--- config.mk ---
export PLATFORM = sky130hd
export DESIGN_NAME = t_ff_toggle_sched_flat
export DESIGN_NICKNAME = d
export VERILOG_FILES = /design/src/rtl/t_ff_toggle_sched_if.sv /design/src/rtl/t_ff_toggle_sched.sv /design/src/flat_wrapper.sv
export SDC_FILE = /design/constraint.sdc
export NUM_CORES = 1
export LEC_CHECK = 0
export CORE_MARGIN = 3
export CORE_UTILIZATION = 48
export DETAILED_ROUTE_END_ITERATION = 10
export GPL_TIMING_DRIVEN = 0
export PLACE_DENSITY_LB_ADDON = 0.15
export SETUP_SLACK_MARGIN = 0.2
export SYNTH_ARGS = -nofsm -noshare
export SYNTH_HDL_FRONTEND = slang
export SYNTH_SLANG_ARGS = --single-unit
--- constraint.sdc ---
create_clock -name clk -period 5.1 [get_ports clk]
set_input_delay 1.02 -clock clk [delete_from_list [all_inputs] [get_ports clk]]
set_output_delay 1.02 -clock clk [all_outputs]
set_load 0.005 [all_outputs]
--- src/rtl/t_ff_toggle_sched_if.sv ---
// Requester-side bus of the T-FF toggle scheduler.
// Requesters (master) drive req/mask/rpt and observe gnt/busy/done/owner/q;
// the scheduler (slave) consumes the requests and drives the bank state.
interface t_ff_toggle_sched_if #(
  parameter int unsigned NREQ  = 4,
  parameter int unsigned WIDTH = 8,
  parameter int unsigned RPTW  = 4
);
  localparam int unsigned OW = (NREQ > 1) ? $clog2(NREQ) : 1;

  logic [NREQ-1:0]       req;
  logic [NREQ*WIDTH-1:0] mask;
  logic [NREQ*RPTW-1:0]  rpt;
  logic [NREQ-1:0]       gnt;
  logic                  busy;
  logic                  done;
  logic [OW-1:0]         owner;
  logic [WIDTH-1:0]      q;

  modport master (output req, mask, rpt, input gnt, busy, done, owner, q);
  modport slave  (input req, mask, rpt, output gnt, busy, done, owner, q);
endinterface

--- src/rtl/t_ff_toggle_sched.sv ---
// Round-robin scheduler owning one bank of WIDTH T flip-flops shared by NREQ
// requesters. A granted job toggles its masked bits for rpt+1 consecutive
// edges, then frees the bank with a one-cycle done pulse.
// Ports: clk, rst (async, active-high); bus (slave modport): req/mask/rpt in,
//        gnt/busy/done/owner/q out.
// Optional: define TFF_SCHED_PRIO_EN to give requester 0 fixed top priority.
module t_ff_toggle_sched #(
  parameter int unsigned NREQ  = 4,
  parameter int unsigned WIDTH = 8,
  parameter int unsigned RPTW  = 4
) (
  input  logic                clk,
  input  logic                rst,
  t_ff_toggle_sched_if.slave  bus
);
  localparam int unsigned IW = (NREQ > 1) ? $clog2(NREQ) : 1;
  localparam int unsigned CW = IW + 1;

  typedef enum logic [1:0] {IDLE, GRANT, TOGGLE} state_t;

  state_t            state_q, state_d;
  logic [IW-1:0]     ptr_q, ptr_d;
  logic [WIDTH-1:0]  job_mask_q, job_mask_d;
  logic [RPTW-1:0]   job_cnt_q, job_cnt_d;
  logic [NREQ-1:0]   gnt_q, gnt_d;
  logic              busy_q, busy_d;
  logic              done_q, done_d;
  logic [IW-1:0]     owner_q, owner_d;
  logic [WIDTH-1:0]  q_q, q_d;

  logic              found;
  logic [IW-1:0]     win;
  logic              ptr_upd;
  logic [CW-1:0]     cand;

  logic [WIDTH-1:0]  mask_a [NREQ];
  logic [RPTW-1:0]   rpt_a  [NREQ];

  // Split the flat request payloads into per-requester entries.
  for (genvar g = 0; g < NREQ; g++) begin : g_unpack
    assign mask_a[g] = bus.mask[g*WIDTH +: WIDTH];
    assign rpt_a[g]  = bus.rpt[g*RPTW +: RPTW];
  end

  // Arbiter: first requester found scanning upward from ptr+1 with wrap.
  always_comb begin
    found   = 1'b0;
    win     = '0;
    ptr_upd = 1'b1;
    cand    = '0;
`ifdef TFF_SCHED_PRIO_EN
    // Requester 0 bypasses the rotation and leaves the pointer untouched.
    if (bus.req[0]) begin
      found   = 1'b1;
      win     = '0;
      ptr_upd = 1'b0;
    end
`endif
    for (int k = 0; k < NREQ; k++) begin
      cand = {1'b0, ptr_q} + CW'(k + 1);
      if (cand >= CW'(NREQ)) cand = cand - CW'(NREQ);
`ifdef TFF_SCHED_PRIO_EN
      if (!found && (cand != '0) && bus.req[cand[IW-1:0]]) begin
`else
      if (!found && bus.req[cand[IW-1:0]]) begin
`endif
        found = 1'b1;
        win   = cand[IW-1:0];
      end
    end
  end

  // Next-state and output logic.
  always_comb begin
    state_d    = state_q;
    ptr_d      = ptr_q;
    job_mask_d = job_mask_q;
    job_cnt_d  = job_cnt_q;
    gnt_d      = '0;
    busy_d     = busy_q;
    done_d     = 1'b0;
    owner_d    = owner_q;
    q_d        = q_q;
    case (state_q)
      IDLE: begin
        if (found) begin
          job_mask_d = mask_a[win];
          job_cnt_d  = rpt_a[win];
          gnt_d      = NREQ'(1) << win;
          owner_d    = win;
          if (ptr_upd) ptr_d = win;
          state_d    = GRANT;
        end
      end
      GRANT: begin
        busy_d  = 1'b1;
        state_d = TOGGLE;
      end
      TOGGLE: begin
        q_d = q_q ^ job_mask_q;
        // Count reaching zero ends the job; it is never decremented past zero.
        if (job_cnt_q == '0) begin
          busy_d  = 1'b0;
          done_d  = 1'b1;
          state_d = IDLE;
        end else begin
          job_cnt_d = job_cnt_q - RPTW'(1);
        end
      end
      default: state_d = IDLE;
    endcase
  end

  // State registers; reset discards any job in flight.
  always_ff @(posedge clk or posedge rst) begin
    if (rst) begin
      state_q    <= IDLE;
      ptr_q      <= IW'(NREQ - 1);
      job_mask_q <= '0;
      job_cnt_q  <= '0;
      gnt_q      <= '0;
      busy_q     <= 1'b0;
      done_q     <= 1'b0;
      owner_q    <= '0;
      q_q        <= '0;
    end else begin
      state_q    <= state_d;
      ptr_q      <= ptr_d;
      job_mask_q <= job_mask_d;
      job_cnt_q  <= job_cnt_d;
      gnt_q      <= gnt_d;
      busy_q     <= busy_d;
      done_q     <= done_d;
      owner_q    <= owner_d;
      q_q        <= q_d;
    end
  end

  assign bus.gnt   = gnt_q;
  assign bus.busy  = busy_q;
  assign bus.done  = done_q;
  assign bus.owner = owner_q;
  assign bus.q     = q_q;
endmodule

--- src/flat_wrapper.sv ---
// flat-port wrapper written by rule: the top's interface ports become plain ports
module t_ff_toggle_sched_flat 
#(
  parameter int unsigned NREQ  = 4,
  parameter int unsigned WIDTH = 8,
  parameter int unsigned RPTW  = 4
)
  (clk, rst, bus_req, bus_mask, bus_rpt, bus_gnt, bus_busy, bus_done, bus_owner, bus_q);
  t_ff_toggle_sched_if #(.NREQ(NREQ), .WIDTH(WIDTH), .RPTW(RPTW)) bus_i ();
  input  logic clk;
  input  logic rst;
  input wire logic [$bits(bus_i.req)-1:0] bus_req;
  input wire logic [$bits(bus_i.mask)-1:0] bus_mask;
  input wire logic [$bits(bus_i.rpt)-1:0] bus_rpt;
  output wire logic [$bits(bus_i.gnt)-1:0] bus_gnt;
  output wire logic [$bits(bus_i.busy)-1:0] bus_busy;
  output wire logic [$bits(bus_i.done)-1:0] bus_done;
  output wire logic [$bits(bus_i.owner)-1:0] bus_owner;
  output wire logic [$bits(bus_i.q)-1:0] bus_q;
  assign bus_i.req = bus_req;
  assign bus_i.mask = bus_mask;
  assign bus_i.rpt = bus_rpt;
  assign bus_gnt = bus_i.gnt;
  assign bus_busy = bus_i.busy;
  assign bus_done = bus_i.done;
  assign bus_owner = bus_i.owner;
  assign bus_q = bus_i.q;
  t_ff_toggle_sched #(.NREQ(NREQ), .WIDTH(WIDTH), .RPTW(RPTW)) u_core (.clk(clk), .rst(rst), .bus(bus_i));
endmodule
# Word level (Yosys, flattened, before mapping)
# Index checks and enable logic that the tools add are counted.
# totals
ff_bits	32
elab_cells	87
inputBits	54
# op_classes
shift	1
add_sub_neg	9
bitwise	2
n_reduce_logical	14
magnitude_cmp	9
n_mux	38
eq_ne	5
# op_table
op	n
4-bit two-way mux	6
2-bit two-way mux	10
8-bit binary-select mux with 2-bit select	1
8-bit two-way mux	2
3-bit greater-or-equal comparator (second input constant)	5
2-bit by 3-bit less-than comparator with 1-bit output (second input constant)	4
1-bit two-way mux	11
1-bit binary-select mux with 2-bit select	4
4-bit binary-select mux with 2-bit select	1
4-bit case mux with 2 select lines	1
2-bit by 1-bit subtractor with 2-bit output (second input constant)	4
8-bit bitwise XOR	1
2-bit by 2-bit adder with 3-bit output (second input constant)	2
2-bit case mux with 3 select lines	1
2-bit AND reduction	3
4-bit zero test	1
2-bit by 1-bit inequality test with 1-bit output (second input constant)	2
2-bit nonzero test	2
1-bit by 2-bit << shifter with 4-bit output (first input constant)	1
4-bit by 1-bit subtractor with 4-bit output (second input constant)	1
2-bit by 1-bit adder with 3-bit output (second input constant)	1
2-bit by 3-bit adder with 3-bit output (second input constant)	1
1-bit logical AND	3
1-bit zero test	3
other kinds (7)	7

# Longest topological paths before layout
# depth
ltp_word	21
depth_mapped	7
ltp_nobuf	7

# Least setup slack after synthesis
# No wires, ideal clock.
# synth_timing
path_type	input to register
start	input port bus_req[0]
end	register u_core.job_cnt_q[2]
t_arrival_ns	2.230
required_time_ns	5.014
path_buffers	1
setup_ns	0.086
setup_slack_ns	2.785
path_stages	6
cell_sequence	or2_1 > a311oi_4 > buf_6 > nand2_1 > mux2_2 > a32oi_1
# synth_via
elab_chain_cells	18
elab_cells_between_ends	30
cone_classes	1 x eq/ne; 21 x mux; 1 x bitwise; 7 x reduce/logical
# synth_lines
item	line_no	text
start: declaration	flat_wrapper.sv:12	input wire logic [$bits(bus_i.req)-1:0] bus_req;
1-bit binary-select mux with 2-bit select	t_ff_toggle_sched.sv:65	if (!found && bus.req[cand[IW-1:0]]) begin
1-bit two-way mux (not written as such)	t_ff_toggle_sched.sv:65	
1-bit two-way mux	t_ff_toggle_sched.sv:65	
1-bit zero test	t_ff_toggle_sched.sv:65	
1-bit logical AND	t_ff_toggle_sched.sv:65	
1-bit two-way mux	t_ff_toggle_sched.sv:65	
1-bit zero test	t_ff_toggle_sched.sv:65	
1-bit logical AND	t_ff_toggle_sched.sv:65	
1-bit two-way mux	t_ff_toggle_sched.sv:65	
1-bit zero test	t_ff_toggle_sched.sv:65	
1-bit logical AND	t_ff_toggle_sched.sv:65	
2-bit two-way mux	t_ff_toggle_sched.sv:65	
2-bit inverter with 3-bit output (not written as such)	t_ff_toggle_sched.sv:88	job_cnt_d = rpt_a[win];
4-bit binary-select mux with 2-bit select	t_ff_toggle_sched.sv:88	
4-bit two-way mux (not written as such) (2 in a row)	t_ff_toggle_sched.sv:88	
4-bit two-way mux	t_ff_toggle_sched.sv:86	if (found) begin
4-bit case mux with 2 select lines	t_ff_toggle_sched.sv:84	case (state_q)
end signal: assignment	t_ff_toggle_sched.sv:130	job_cnt_q <= job_cnt_d;
end: declaration	t_ff_toggle_sched.sv:24	logic [RPTW-1:0] job_cnt_q, job_cnt_d;
# Parallel ways exist; a longest one is shown, timed or not. The select of a mux whose other input is x is not followed.
# A chain may end at the register's enable or synchronous reset.

# Worst setup path after layout
# layout_timing
start	input port bus_req[3]
end	register u_core.job_mask_q[1]
# layout_via
elab_chain_cells	16
elab_cells_between_ends	27
cone_classes	19 x mux; 1 x bitwise; 7 x reduce/logical
# layout_lines
item	line_no	text
1-bit binary-select mux with 2-bit select	t_ff_toggle_sched.sv:65	
1-bit two-way mux (not written as such)	t_ff_toggle_sched.sv:65	
1-bit two-way mux	t_ff_toggle_sched.sv:65	
1-bit zero test	t_ff_toggle_sched.sv:65	
1-bit logical AND	t_ff_toggle_sched.sv:65	
1-bit two-way mux	t_ff_toggle_sched.sv:65	
1-bit zero test	t_ff_toggle_sched.sv:65	
1-bit logical AND	t_ff_toggle_sched.sv:65	
1-bit two-way mux	t_ff_toggle_sched.sv:65	
1-bit zero test	t_ff_toggle_sched.sv:65	
1-bit logical AND	t_ff_toggle_sched.sv:65	
2-bit two-way mux	t_ff_toggle_sched.sv:65	
2-bit inverter with 3-bit output (not written as such)	t_ff_toggle_sched.sv:87	job_mask_d = mask_a[win];
8-bit binary-select mux with 2-bit select	t_ff_toggle_sched.sv:87	
8-bit two-way mux (not written as such) (2 in a row)	t_ff_toggle_sched.sv:87	
end signal: assignment	t_ff_toggle_sched.sv:129	job_mask_q <= job_mask_d;
end: declaration	t_ff_toggle_sched.sv:23	logic [WIDTH-1:0] job_mask_q, job_mask_d;
# Parallel ways exist; a longest one is shown, timed or not. The select of a mux whose other input is x is not followed.

==> impl_results.md <==
- Slowest cell on the critical path: clkdlybuf4s50_1
- Area added between synthesis and finish: 45.99%
- Drt total wl: 4.832 mm
- Root buffer cell: clkbuf_8
- Synth Area in Adders: less than 1%
- Setup TNS after final layout: 0 ps
- Area of the die: between 4000 and 5000 sq um
- Portion of the post-synthesis area used by sequential elements: 42.54%
- Global-route congestion overflow total: 0
- Number of register bits inferred by synthesis: 32
- Std-Cell Rows: 22
- GPL Wtd Cong: 0.7960
- Kind of launch point of the worst setup path: input pin
- Reg-to-Reg End: u_core.job_cnt_q[0]
- Worst R2R Start: u_core.job_cnt_q[1]
- Number of routed nets with antenna violations: 0
- Setup Buffers After CTS: 0
- Async set or reset register ratio after synthesis: between 90% and 100%
- Final hold violation count: 0
- Startpoint of the worst hold path: u_core.bus.q[3]
- Min cycle time layout: 2884 ps
- Final count of pins violating max slew: 0
- Simple-gate portion of the synthesized area: 20.21%
- Total core area: 3716 sq um
- Fraction of layout instances using a drive strength above 1: 12.69%
- CTS resizes: 0
- Maximum level of the CTS H-tree: 2
- Number of nets in the finished design: approximately 320
- Worst ir drop on vdd: 0.0002317 V
- Reg clk slew, reported paths: 60 ps
- Worst reg-to-reg path cell count: 7
- Worst hold path type: reg2reg
- Leakage: approximately 1.1 nW
- Total of hold buffers inserted after clock tree synthesis: 0
- Clock network latency to the later pin of the worst-skew pair: 280 ps
- Top flip-flop cell by instance count after synthesis: dfrtp_1
- Drt first-iter violations: 148
- Number of instances in the synthesized netlist: 190
- Endpoints failing setup: 0
- Pwr dens: 537.3 nW/um^2
- Multiplexer share of the synthesized area: between 10% and 20%
- Biggest area contributors in the synthesized netlist: dfrtp_1 40%, mux2_2 7.8%, nand2_1 5.4%
- Number of enable flip-flop cells after synthesis: 0
- First-pass GRT wire length: roughly 8.0 mm
- Result of the run: completed
- Synth Area in XOR/XNOR: 3.711%
- Maximum frequency from static timing analysis: roughly 350 MHz
- Share of the synthesized area in compound gates (AO/OA/AOI/OAI): between 10% and 20%
- Antenna fix cells: 0
- Max clock buf depth: 2
- Data required time of the critical path: 5310 ps
- Final hold slack: 473.9 ps
- Final worst clock skew: 8.178 ps
- Die height: 68.72 um
- Unrepaired setup endpoints after global routing: false
- Biggest cell delay along the critical path: between 500 and 600 ps
- Sinks on the clock net: 32
- CTS tree: done
- Cell accounting for the most synthesized area: dfrtp_1
- Number of maximum-capacitance constraint violations: 0
- WL per Instance: 15.29 um
- Setup slack of the most critical reg-to-reg path: 3120 ps
- Number of library cell types mapped by synthesis: 42
- Overall fraction of global-route tracks in use: 22.90%
- Starting utilization of the core area: 50.81%
- Worst Path Max Fanout: 10
- Synth warn: 0
- Portion of the clock cycle consumed by the worst path in the final layout: 56.55%
- Number of optimization iterations in the first detailed-route pass: 4
- Inserted Clock Buffers: 5
- Worst Setup End Kind: register
- Number of antenna violations at the first check in global routing: 0
- Combinational family with the most area after synthesis: simple AND/OR/NAND/NOR gates
- I/O pin count: 70
- Type of the worst setup path: in2reg
- Cell type group with the largest total delay on the critical path: buffers and inverters
- Total via count after detailed routing: 1,750
- CP Cell Sequence: clkdlybuf4s50_1 -> nor4_1 -> or3_4 -> clkbuf_1 -> a221oi_1 -> a21oi_1
- Top cell types by occurrence after synthesis: 30 x dfrtp_1, 27 x nand2_1, 14 x nor2_1, 13 x mux2_2, 10 x nand3b_1
- Number of global-route vias before repair: 1,746
- Share of the synthesized area in the top cell type: 39.76%
- IO buf count: slightly below 70
- Transition time at the pin with the least slew margin: 804.7 ps
- Pin count of the biggest net entering global routing: 33
- Vias per cell: 5.538
- Width of the die: around 69 um
- Most common cell in the netlist: dfrtp_1
- Estimated wirelength of the detail-placed design: about 3.6 mm
- DRC violations left: 0
- Number of fillers in the final layout: 295
- Synthesized area per cell: 9.937 sq um
- Final Power: roughly 1.5 mW
- Arrival time reported for the critical path endpoint: approximately 3000 ps
- Cell depth of the worst hold path: 1
- Worst Hold Path EP: u_core.bus.q[3]
- Mapped Nets: 245
- Buf/Inv on CP: 2
- Worst slew margin relative to its limit: 46.19%
- Syn Std Cell Area: around 1900 sq um
state kept, by name (all words and copies together) (netlist names):
signal             flops
u_core.job_mask_q      8
u_core.bus.q           8
u_core.bus.owner       2
u_core.bus.busy        1
u_core.bus.gnt         4
u_core.job_cnt_q       4
u_core.state_q         2
u_core.bus.done        1
u_core.ptr_q           2
area by class of cell:
class                           instances  area, sq um  share of cell area (%)
Multi-Input combinational cell        141        978.4                   35.50
Sequential cell                        32        803.3                   29.14
Timing Repair Buffer                   70        718.2                   26.06
Clock buffer                            8        90.09                   3.268
Buffer                                 10        80.08                   2.905
Tap cell                               48        60.06                   2.179
Inverter                                7        26.28                  0.9532
stage by stage:
step                      std cells  instance area [sq um]  utilization, %  worst slack [ps]
after floorplan                 190                   1888               -              2785
after global placement          307                   2639           71.01              1964
after detailed placement        307                   2639           71.01              1983
after CTS                       315                   2729           73.43              2237
after global routing            316                   2756           74.18              1999
final                           316                   2756           74.18              2216
per-layer routing:
metal | up-vias | share of wire [%] | GRT usage, %
met5 | - | 0 | 0
met4 | 0 | 2.1 | 9.489
met3 | 12 | 7.6 | 5.997
met2 | 83 | 50 | 36.59
met1 | 816 | 40 | 29.32
li1 | 839 | - | -
placed cells by master (no fill, tap or decap), types with 3 or more instances in the layout:
master / synthesis / routed
mux2_2: 13 / 13
clkbuf_8: 0 / 6
nand3b_1: 10 / 10
xnor2_1: 8 / 8
a221oi_1: 5 / 5
clkdlybuf4s50_1: 0 / 69
a21o_1: 3 / 3
buf_2: 3 / 3
nand2b_1: 3 / 3
nand2_1: 27 / 27
inv_1: 6 / 6
clkbuf_1: 3 / 5
nor4_1: 3 / 3
o21ai_0: 4 / 4
a22oi_1: 3 / 3
mux2i_1: 7 / 7
dfrtp_1: 30 / 30
buf_6: 3 / 3
a21oi_1: 7 / 7
nand3_1: 6 / 6
o211ai_1: 5 / 5
nor2_1: 14 / 14
worst reg2reg max path, cell delays in order, from the launching register on:
cell and delay, ps:
dfrtp_1 380, inv_1 130, ha_1 240, nor3b_1 430, nor2_1 130, mux2_2 290, a22oi_1 140, o311ai_1 120
where the power goes:
group          internal (mW)  switching, mW
combinational          0.431          0.385
clock                  0.110         0.0899
sequential             0.384         0.0810
total                  0.925          0.556
cell families after synthesis:
kind of cell,after synthesis
AND/OR/NAND/NOR,73
AO/OA/AOI/OAI,39
flip-flops,32
multiplexers,20
buffers and inverters,17
XOR/XNOR,8
adder cells (fa/ha/maj),1
worst max-delay path by stage:
stage	start	to	slack (ps)	cells after the start
CTS	bus_req[3]	u_core.job_mask_q[5]	2240	6
detailed placement	bus_req[3]	u_core.job_mask_q[5]	1980	6
floorplan	bus_req[0]	u_core.job_cnt_q[2]	2780	6
finish	bus_req[3]	u_core.job_mask_q[1]	2220	6
global route	bus_req[3]	u_core.job_mask_q[5]	2000	6
global placement	bus_req[3]	u_core.job_mask_q[1]	1960	6
No activity file was read; power rests on OpenSTA's default activity.
